**src/rtl/alu_cmd_ctrl.sv**
```systemverilog
// rtl/alu_cmd_ctrl.sv - command-to-ALU sequencer with in-order flagged response FIFO
//
// Registers accepted {op, a, b} commands onto an external combinational ALU,
// captures the ALU result on the following edge together with Z/V/N flags, and
// buffers results in a small FIFO that drains over a valid/ready response port.
//
// Ports:
//   clk, rst                      clock, asynchronous active-high reset
//   cmd_valid/cmd_ready           command handshake
//   cmd_op, cmd_a, cmd_b          command opcode (00 ADD, 01 SUB, 10 NAND, 11 XOR) and operands
//   alu_op, alu_in1, alu_in2      registered drive to the ALU
//   alu_out, alu_err              ALU result and signed-overflow indication
//   rsp_valid/rsp_ready           response handshake
//   rsp_data, rsp_flags           FIFO head result and flags {Z,V,N}
module alu_cmd_ctrl #(
  parameter int WIDTH = 4,
  parameter int DEPTH = 2
) (
  input  logic             clk,
  input  logic             rst,
  input  logic             cmd_valid,
  output logic             cmd_ready,
  input  logic [1:0]       cmd_op,
  input  logic [WIDTH-1:0] cmd_a,
  input  logic [WIDTH-1:0] cmd_b,
  output logic [1:0]       alu_op,
  output logic [WIDTH-1:0] alu_in1,
  output logic [WIDTH-1:0] alu_in2,
  input  logic [WIDTH-1:0] alu_out,
  input  logic             alu_err,
  output logic             rsp_valid,
  input  logic             rsp_ready,
  output logic [WIDTH-1:0] rsp_data,
  output logic [2:0]       rsp_flags
);

  localparam int PW = (DEPTH > 1) ? $clog2(DEPTH) : 1;
  localparam logic [PW+1:0] OCC_LIMIT = (PW+2)'(DEPTH);

  logic             exec_vld;
  logic [PW-1:0]    wr_ptr;
  logic [PW-1:0]    rd_ptr;
  logic [PW:0]      count;
  logic [WIDTH-1:0] data_mem [DEPTH];
  logic [2:0]       flag_mem [DEPTH];

  logic             cmd_accept;
  logic             push;
  logic             pop;
  logic [PW+1:0]    occupancy;
  logic [2:0]       push_flags;

  // The EXEC entry is counted as already occupying a FIFO slot, so a result
  // leaving EXEC always finds room and no stall path is needed.
  assign occupancy  = {1'b0, count} + {{(PW+1){1'b0}}, exec_vld};
  assign cmd_ready  = occupancy < OCC_LIMIT;
  assign cmd_accept = cmd_valid & cmd_ready;
  assign push       = exec_vld;
  assign rsp_valid  = (count != '0);
  assign pop        = rsp_valid & rsp_ready;

  // Overflow only has meaning for ADD/SUB (op[1] = 0); logic ops mask it.
  always_comb begin
    push_flags    = 3'b000;
    push_flags[2] = (alu_out == '0);
    push_flags[1] = alu_err & ~alu_op[1];
    push_flags[0] = alu_out[WIDTH-1];
  end

  assign rsp_data  = data_mem[rd_ptr];
  assign rsp_flags = flag_mem[rd_ptr];

  always_ff @(posedge clk or posedge rst) begin
    if (rst) begin
      exec_vld <= 1'b0;
      alu_op   <= '0;
      alu_in1  <= '0;
      alu_in2  <= '0;
      wr_ptr   <= '0;
      rd_ptr   <= '0;
      count    <= '0;
      for (int i = 0; i < DEPTH; i++) begin
        data_mem[i] <= '0;
        flag_mem[i] <= '0;
      end
    end else begin
      // ALU inputs only move on accept so the ALU sees stable operands.
      if (cmd_accept) begin
        alu_op   <= cmd_op;
        alu_in1  <= cmd_a;
        alu_in2  <= cmd_b;
        exec_vld <= 1'b1;
      end else begin
        exec_vld <= 1'b0;
      end

      if (push) begin
        data_mem[wr_ptr] <= alu_out;
        flag_mem[wr_ptr] <= push_flags;
        wr_ptr           <= wr_ptr + PW'(1);
      end

      if (pop) begin
        rd_ptr <= rd_ptr + PW'(1);
      end

      case ({push, pop})
        2'b10:   count <= count + (PW+1)'(1);
        2'b01:   count <= count - (PW+1)'(1);
        default: count <= count;
      endcase
    end
  end

endmodule

```
**config.mk**
```make
export PLATFORM = sky130hd
export DESIGN_NAME = alu_cmd_ctrl
export DESIGN_NICKNAME = d
export VERILOG_FILES = /design/src/rtl/alu_cmd_ctrl.sv
export SDC_FILE = /design/constraint.sdc
export NUM_CORES = 1
export LEC_CHECK = 0
export ABC_AREA = 1
export CAP_MARGIN = 30
export CORE_MARGIN = 2
export CORE_UTILIZATION = 40
export DETAILED_ROUTE_END_ITERATION = 6
export PLACE_DENSITY = 0.7
export SLEW_MARGIN = 20
export SYNTH_ARGS = -nofsm -noshare
export SYNTH_HDL_FRONTEND = slang
export SYNTH_SLANG_ARGS = --single-unit
```
**constraint.sdc**
```tcl
create_clock -name clk -period 4.4 [get_ports clk]
set_clock_uncertainty 0.2 [all_clocks]
set_input_delay 1.32 -clock clk [delete_from_list [all_inputs] [get_ports clk]]
set_output_delay 1.32 -clock clk [all_outputs]
set_load 0.01 [all_outputs]
```
# Word level (Yosys, flattened, before mapping)
# Cells that the tools add are included.
# word_totals
register_bits,29
in_bits,19
wordCells,46
out_inout_bits,19
# op_classes
n_reduce_logical,4
n_bitwise,6
eq_ne,2
order_cmp,4
add_sub_neg,5
muxes,14
# op_table
cell,n
$mux W4,4
$mux W3,4
$bwmux W8,1
$bwmux W6,1
$demux W4 S1,1
$ge A2 B2 Y1 const B,2
$logic_not A4 Y1,1
$not A1 Y2,2
$pmux W2 S2,1
$reduce_bool A2 Y1,2
$add A2 B1 Y3,1
$and A1 B1 Y1,3
$demux W3 S1,1
$lt A3 B2 Y1 const B,1
$add A1 B1 Y1 const B,2
$add A2 B1 Y2 const B,1
$eq A2 B1 Y1 const B,1
$eq A2 B2 Y1 const B,1
$lt A2 B1 Y1 const B,1
$sub A2 B1 Y2 const B,1
$logic_and A1 B1 Y1,1
$mux W1,1
$not A1 Y1,1

# Logic depth before layout (Yosys ltp)
# logic_depth
depth_word,6
ltp_mapped,10

# Worst setup path before layout
# OpenSTA, ideal clock, no wires.
# synth_timing
kind,register to output
from,register rd_ptr
to,output rsp_flags[0]
arrival_time_ps,821
setup_slack_ps,2059
t_required_ps,2880
stages_incl_launch_ff,5
path_cell_list,dfrtp_1 buf_2 nand2_1 nand2_1 buf_4
# synth_between
elab_chain_len,4
# synth_rtl
item,line_no,source
"start, declared",42,logic [PW-1:0] rd_ptr;
"start signal, assigned",104,rd_ptr <= rd_ptr + PW'(1);
$not A1 Y2 (not written as such),71,assign rsp_flags = flag_mem[rd_ptr];
$mux W3 (not written as such) (3 in a row),71,
"end, declared",34,output logic [2:0] rsp_flags
# Every way passes these cells. The select of a mux whose other input is x is not followed.

# Worst setup path in the final report
# layout_timing
from,register rd_ptr
to,output rsp_data[1]
# layout_between
elab_chain_len,4
# layout_rtl
item,line_no,source
$not A1 Y2 (not written as such),70,assign rsp_data = data_mem[rd_ptr];
$mux W4 (not written as such) (3 in a row),70,
"end, declared",33,"output logic [WIDTH-1:0] rsp_data,"
# Every way passes these cells. The select of a mux whose other input is x is not followed.

==> results_dict.tcl <==
set metrics [dict create \
    status "complete, but fails checks" \
    violations "design-rule violations" \
    cp_data_required_time_ps 2880 \
    crit_fanout 11 \
    layout_commonest_cell "nand2_1" \
    die_height_um 58.9 \
    ys_ff_latch 27 \
    slew_viol_final 0 \
    synth_flop_cell "dfrtp_1" \
    synth.net_count 164 \
    die_area_um2 3470 \
    drtIter0Drc 26 \
    path_clk_slew_ps 160 \
    insertion_delay_ps 320 \
    critPathKind "flop to primary output" \
    drive_gt1_share_pct 8.79 \
    dpl.hpwl_mm 1.86 \
    ios 38 \
    synthArstFlopShare_pct 100 \
    startpoint_type "flop" \
    finalHoldWorstSlack_ps 300 \
    finalCriticalPeriod_ps 3200 \
    synth.cell_area_um2 1200 \
    wl_per_cell_um 11.2 \
    tritoncts "yes" \
    numClockSinks 27 \
    fin_nets 203 \
    hold_path.class "flop to flop" \
    chipWidth_um 58.9 \
    cts_buffers 3 \
    fin_crit_sh_pct 72.6 \
    drc 2 \
    start_util_pct 43.0 \
    ant_nets 0 \
    tns_ps 0 \
    root_buffer "clkbuf_4" \
    slew_headroom_pct 64.7 \
    mostFrequentLayoutCells "nand2_1, clkdlybuf4s50_1, dfrtp_1, inv_1, o21ai_0" \
    ir_drop_v 0.000314 \
    grt_pass1_wl_mm 4.17 \
    syn_inst 144 \
    wl_mm 2.39 \
    power_density_nw_per_um2 669 \
    final_hold_viol_count 0 \
    dr.pass1.iters 6 \
    rsz0062_at_grt "false" \
    drv_cap 0 \
    power_mw 1.09 \
    grt_pass1_vias 1015 \
    post_cts_resized 0 \
    synth_edf_count 0 \
    grt-ovfl-total 0 \
    worst_pin_slew_ps 528 \
    ctsLongestPathBuffers 2 \
    syn2layout_area_growth_pct 35.9 \
    final-setup-viol-count 0 \
    grt_max_degree 18 \
    hold_buffers 0 \
    yosysUniqueCellTypes 20 \
    num_antenna_cells 0 \
    routed_via_density 4.76 \
    grt_util_all_layers_pct 15.4 \
    cp.arrival_ps 1680 \
    fp-row-count 19 \
    p_leak_nw 0.839 \
    numPortBuffers 37 \
    globalplace.congestion 0.819 \
    core-area_um2 2810 \
    postCtsSetupRepairBufs 0 \
    ys_warn_count 0 \
    grt_antenna_before_repair 0 \
    critPathCaptureType "primary output" \
    vias 1014 \
    syn_area_per_cell_um2 8.37 \
    yosysSeqAreaShare_pct 56.1 \
    h-tree-depth 1 \
    max_freq_mhz 313 \
]
## metrics by stage
step | utilization (%) | setup slack [ps] | std cells | instance area (um^2)
floorplan | - | 2060 | 144 | 1200
global placement | 56.3 | 1610 | 208 | 1580
detailed placement | 57.3 | 1570 | 209 | 1610
CTS | 58.4 | 1190 | 213 | 1640
global route | 58.4 | 1070 | 213 | 1640
finish | 58.4 | 1200 | 213 | 1640
## state kept, by name, indices dropped and copies added (netlist names)
| register | flops |
|---|---|
| alu_in1 | 4 |
| alu_in2 | 4 |
| alu_op | 2 |
| count | 2 |
| data_mem | 7 |
| exec_vld | 1 |
| flag_mem | 5 |
| rd_ptr | 1 |
| wr_ptr | 1 |
## metal layers
layer	share of wire, %	GRT usage [%]	vias to the layer above
met1	46	19.7	459
li1	-	-	519
met2	45	25.4	32
met3	7.9	4.18	4
met4	0.96	4.87	0
met5	0	0	-
## final timing paths
check / start / endpoint / slack (ps) / cells after the start
max: rd_ptr / rsp_data[1] / 1200 / 4
min: flag_mem[1] / flag_mem[1] / 300 / 2
max reg2reg: count[0] / count[1] / 2800 / 9
min reg2reg: flag_mem[1] / flag_mem[1] / 300 / 2
max in group asynchronous: rst / data_mem[0] / 2420 / 3
min in group asynchronous: rst / alu_op[0] / 1110 / 2
## synthesized netlist by cell type, types with 2 or more instances
cell type,count,area share [%]
o21ai_2,2,1.5
dfrtp_1,27,56
o21ai_1,3,1.2
nand3_1,2,0.83
buf_6,2,1.9
nor2_1,2,0.62
inv_2,3,0.93
nand4_1,3,1.6
nand2_2,3,1.6
nand2_1,69,21
o21ai_0,6,2.5
inv_1,14,4.4
## power breakdown
part	leakage [nW]	total, mW	internal [mW]	switching, mW
combinational	0.485	0.538	0.277	0.261
sequential	0.336	0.447	0.364	0.0827
clock	0.0183	0.111	0.0369	0.0739
total	0.839	1.09	0.678	0.417
## worst max-delay path, stage by stage (launching register included)
cell	delay (ps)
dfrtp_1	520
inv_1	160
nand2_1	80
nand2_1	60
clkdlybuf4s50_1	530
## cell families (layout without fill, tap and decap cells)
group,count (synthesis),count (layout),synth area share [%]
xor gates and xnor gates,1,1,0.727
DFF,27,27,56.1
and+or+nand+nor,81,81,27.8
buffers and inverters,22,60,8.72
adders and majority gates,1,1,1.04
AOI/OAI and AO/OA,12,12,5.61
## area by class of cell
type / instances / area [um^2]
well taps: 31 / 38.8
clock buffers: 3 / 22.5
fillers: 252 / 1170
flip-flops and latches: 27 / 676
clock inverters: 1 / 8.76
multi-input cells: 95 / 424
repair buffers: 38 / 398
inverters: 18 / 70.1
Note: power is estimated with default switching activity, not from simulation.
==> edit (same flow settings) <==
The parameter `WIDTH` goes from 4 to 5.
--- a/src/rtl/alu_cmd_ctrl.sv
+++ b/src/rtl/alu_cmd_ctrl.sv
@@ -15,3 +15,3 @@
 module alu_cmd_ctrl #(
-  parameter int WIDTH = 4,
+  parameter int WIDTH = 5,
   parameter int DEPTH = 2
Interface: changed (6 resized); port bits go from 38 to 44. No check against the original RTL was run, so the function may have changed too.
==> edit against the unedited design <==
- die area is 14% higher
- sequential cell count is 4 higher
- wire length increased by 18%
- final area is 17% higher
- clock power up 65%
- synthesized area is 15% higher
- hold slack got worse by 13 ps
- worst setup slack lost 11 ps
- critical endpoint is now rsp_flags[0]
- critical path type unchanged
- total power is 19% higher
- count of clock-buffer cells in the layout is 5 higher
- first-iteration DRC count rose by 85%
- register-to-register slack got worse by 80 ps
==> edit: results (changes against the unedited design) <==
========================================================================================================
Post-placement cell count .................................................................          249   was 209
Net Count, Synth ..........................................................................          186   was 164
Delay of the slowest cell on the worst path ...............................................       580 ps   was 530 ps
Smallest hold slack .......................................................................       287 ps   was 300 ps
Post-CTS clock slew at the launch and capture registers of the worst setup and hold paths .        90 ps   was 160 ps
Fraction of layout cells with a size suffix above 1 .......................................       0.0853   was 0.0879
Portion of the post-synthesis area used by sequential elements ............................        0.561   about the same
Max_slew headroom .........................................................................        0.743   was 0.647
RD Place Congestion .......................................................................        0.820   was 0.819
Met3 wirelength from detailed routing .....................................................       226 um   was 189 um
Wire length of the first global-routing pass ..............................................      4.86 mm   was 4.17 mm
Result of the run ......................................................................... complete, no violations   was finished with violations
Area growth from synthesis to final layout ................................................        38.2%   was 35.9%
Worst supply voltage drop on vdd ..........................................................     0.285 mV   was 0.314 mV
Met2 wire len .............................................................................      1.26 mm   was 1.07 mm
Post-DP HPWL ..............................................................................      2.08 mm   was 1.86 mm
Number of DRC markers after the initial detailed-route iteration ..........................           48   was 26
Flop-to-flop setup slack ..................................................................      2720 ps   was 2800 ps
Met2 Usage GRT ............................................................................        0.253   was 0.254
Global-route usage over all layers ........................................................        0.159   was 0.154
Met1 wire length ..........................................................................      1.28 mm   was 1.11 mm
Critical Path Sink ........................................................................ rsp_flags[0]   was rsp_data[1]
Maximum net fanout on the critical path ...................................................           13   was 11
Filler cell count in the final layout .....................................................          330   was 252
Placed standard-cell area .................................................................   1840 sq um   was 1610 sq um
Unique masters post-synth .................................................................           21   was 20
Total routed wirelength ...................................................................      2.81 mm   was 2.39 mm
Registers with the highest flip-flop counts ............................................... data_mem x8, flag_mem x6   was data_mem x7, flag_mem x5
Met3 routing resource usage after global routing ..........................................       0.0631   was 0.0418
Count of input and output buffers .........................................................           43   was 37
Number of vias in the routed layout .......................................................         1158   was 1014
First-pass iteration count of the detailed router .........................................            4   was 6
Syn Area/Cell .............................................................................   8.49 sq um   was 8.37 sq um
Startpoint of the worst register-to-register path .........................................     count[1]   was count[0]
Top cells by area in the synthesized netlist .............................................. sky130_fd_sc_hd__dfrtp_1 56%, sky130_fd_sc_hd__nand2_1 23%, sky130_fd_sc_hd__inv_1 3.8%   was sky130_fd_sc_hd__dfrtp_1 56%, sky130_fd_sc_hd__nand2_1 21%, sky130_fd_sc_hd__inv_1 4.4%
Clock buffer count from CTS ...............................................................            5   was 3
H-tree levels .............................................................................            2   was 1
Final instance count without filler cells .................................................          257   was 213
Global routing usage on met1 ..............................................................        0.192   was 0.197
========================================================================================================
[edit: cell count changes after synthesis, moves of 2 or more]
cell | before | now
sky130_fd_sc_hd__o21ai_1 | 3 | 0
sky130_fd_sc_hd__nand2_2 | 3 | 1
sky130_fd_sc_hd__dfrtp_1 | 27 | 31
sky130_fd_sc_hd__o21ai_0 | 6 | 10
sky130_fd_sc_hd__nand2_1 | 69 | 84
[edit: power breakdown]
group          switching [mW]  internal (mW)  leakage, nW
logic                   0.297          0.311        0.555
registers              0.0961          0.416        0.385
clock network          0.0895         0.0939       0.0386
total                   0.483          0.822        0.979
[edit: cell families after synthesis]
logic type	Yosys count	share of synthesized area
AOI/OAI and AO/OA	13	0.0524
and+or+nand+nor	95	0.293
adders and majority gates	1	0.00904
DFF	31	0.561
xor gates and xnor gates	1	0.00633
buffers and inverters	22	0.0787
[edit: tightest hold or removal path: cells and delay by family, from the launching register on]
kind	cells	cell delay [ps]
flops	1	350
simple gates	2	110
[edit: cell type report]
| cell class | instances | share of cell area |
|---|---|---|
| Inverter | 18 | 0.0380 |
| Tap cell | 46 | 0.0301 |
| Timing Repair Buffer | 44 | 0.229 |
| Multi-Input combinational cell | 110 | 0.261 |
| Sequential cell | 31 | 0.406 |
| Clock buffer | 8 | 0.0360 |
[edit: worst min path at each step]
| stage | from | endpoint | slack, ps | cells after the start |
|---|---|---|---|---|
| after floorplan | data_mem[3] | data_mem[3] | 250 | 2 |
| after global placement | alu_in1[2] | alu_in1[2] | 260 | 2 |
| after detailed placement | alu_in2[0] | alu_in2[0] | 260 | 2 |
| after CTS | flag_mem[2] | flag_mem[2] | 290 | 2 |
| after global routing | data_mem[5] | data_mem[5] | 310 | 2 |
| final | alu_in1[2] | alu_in1[2] | 290 | 2 |
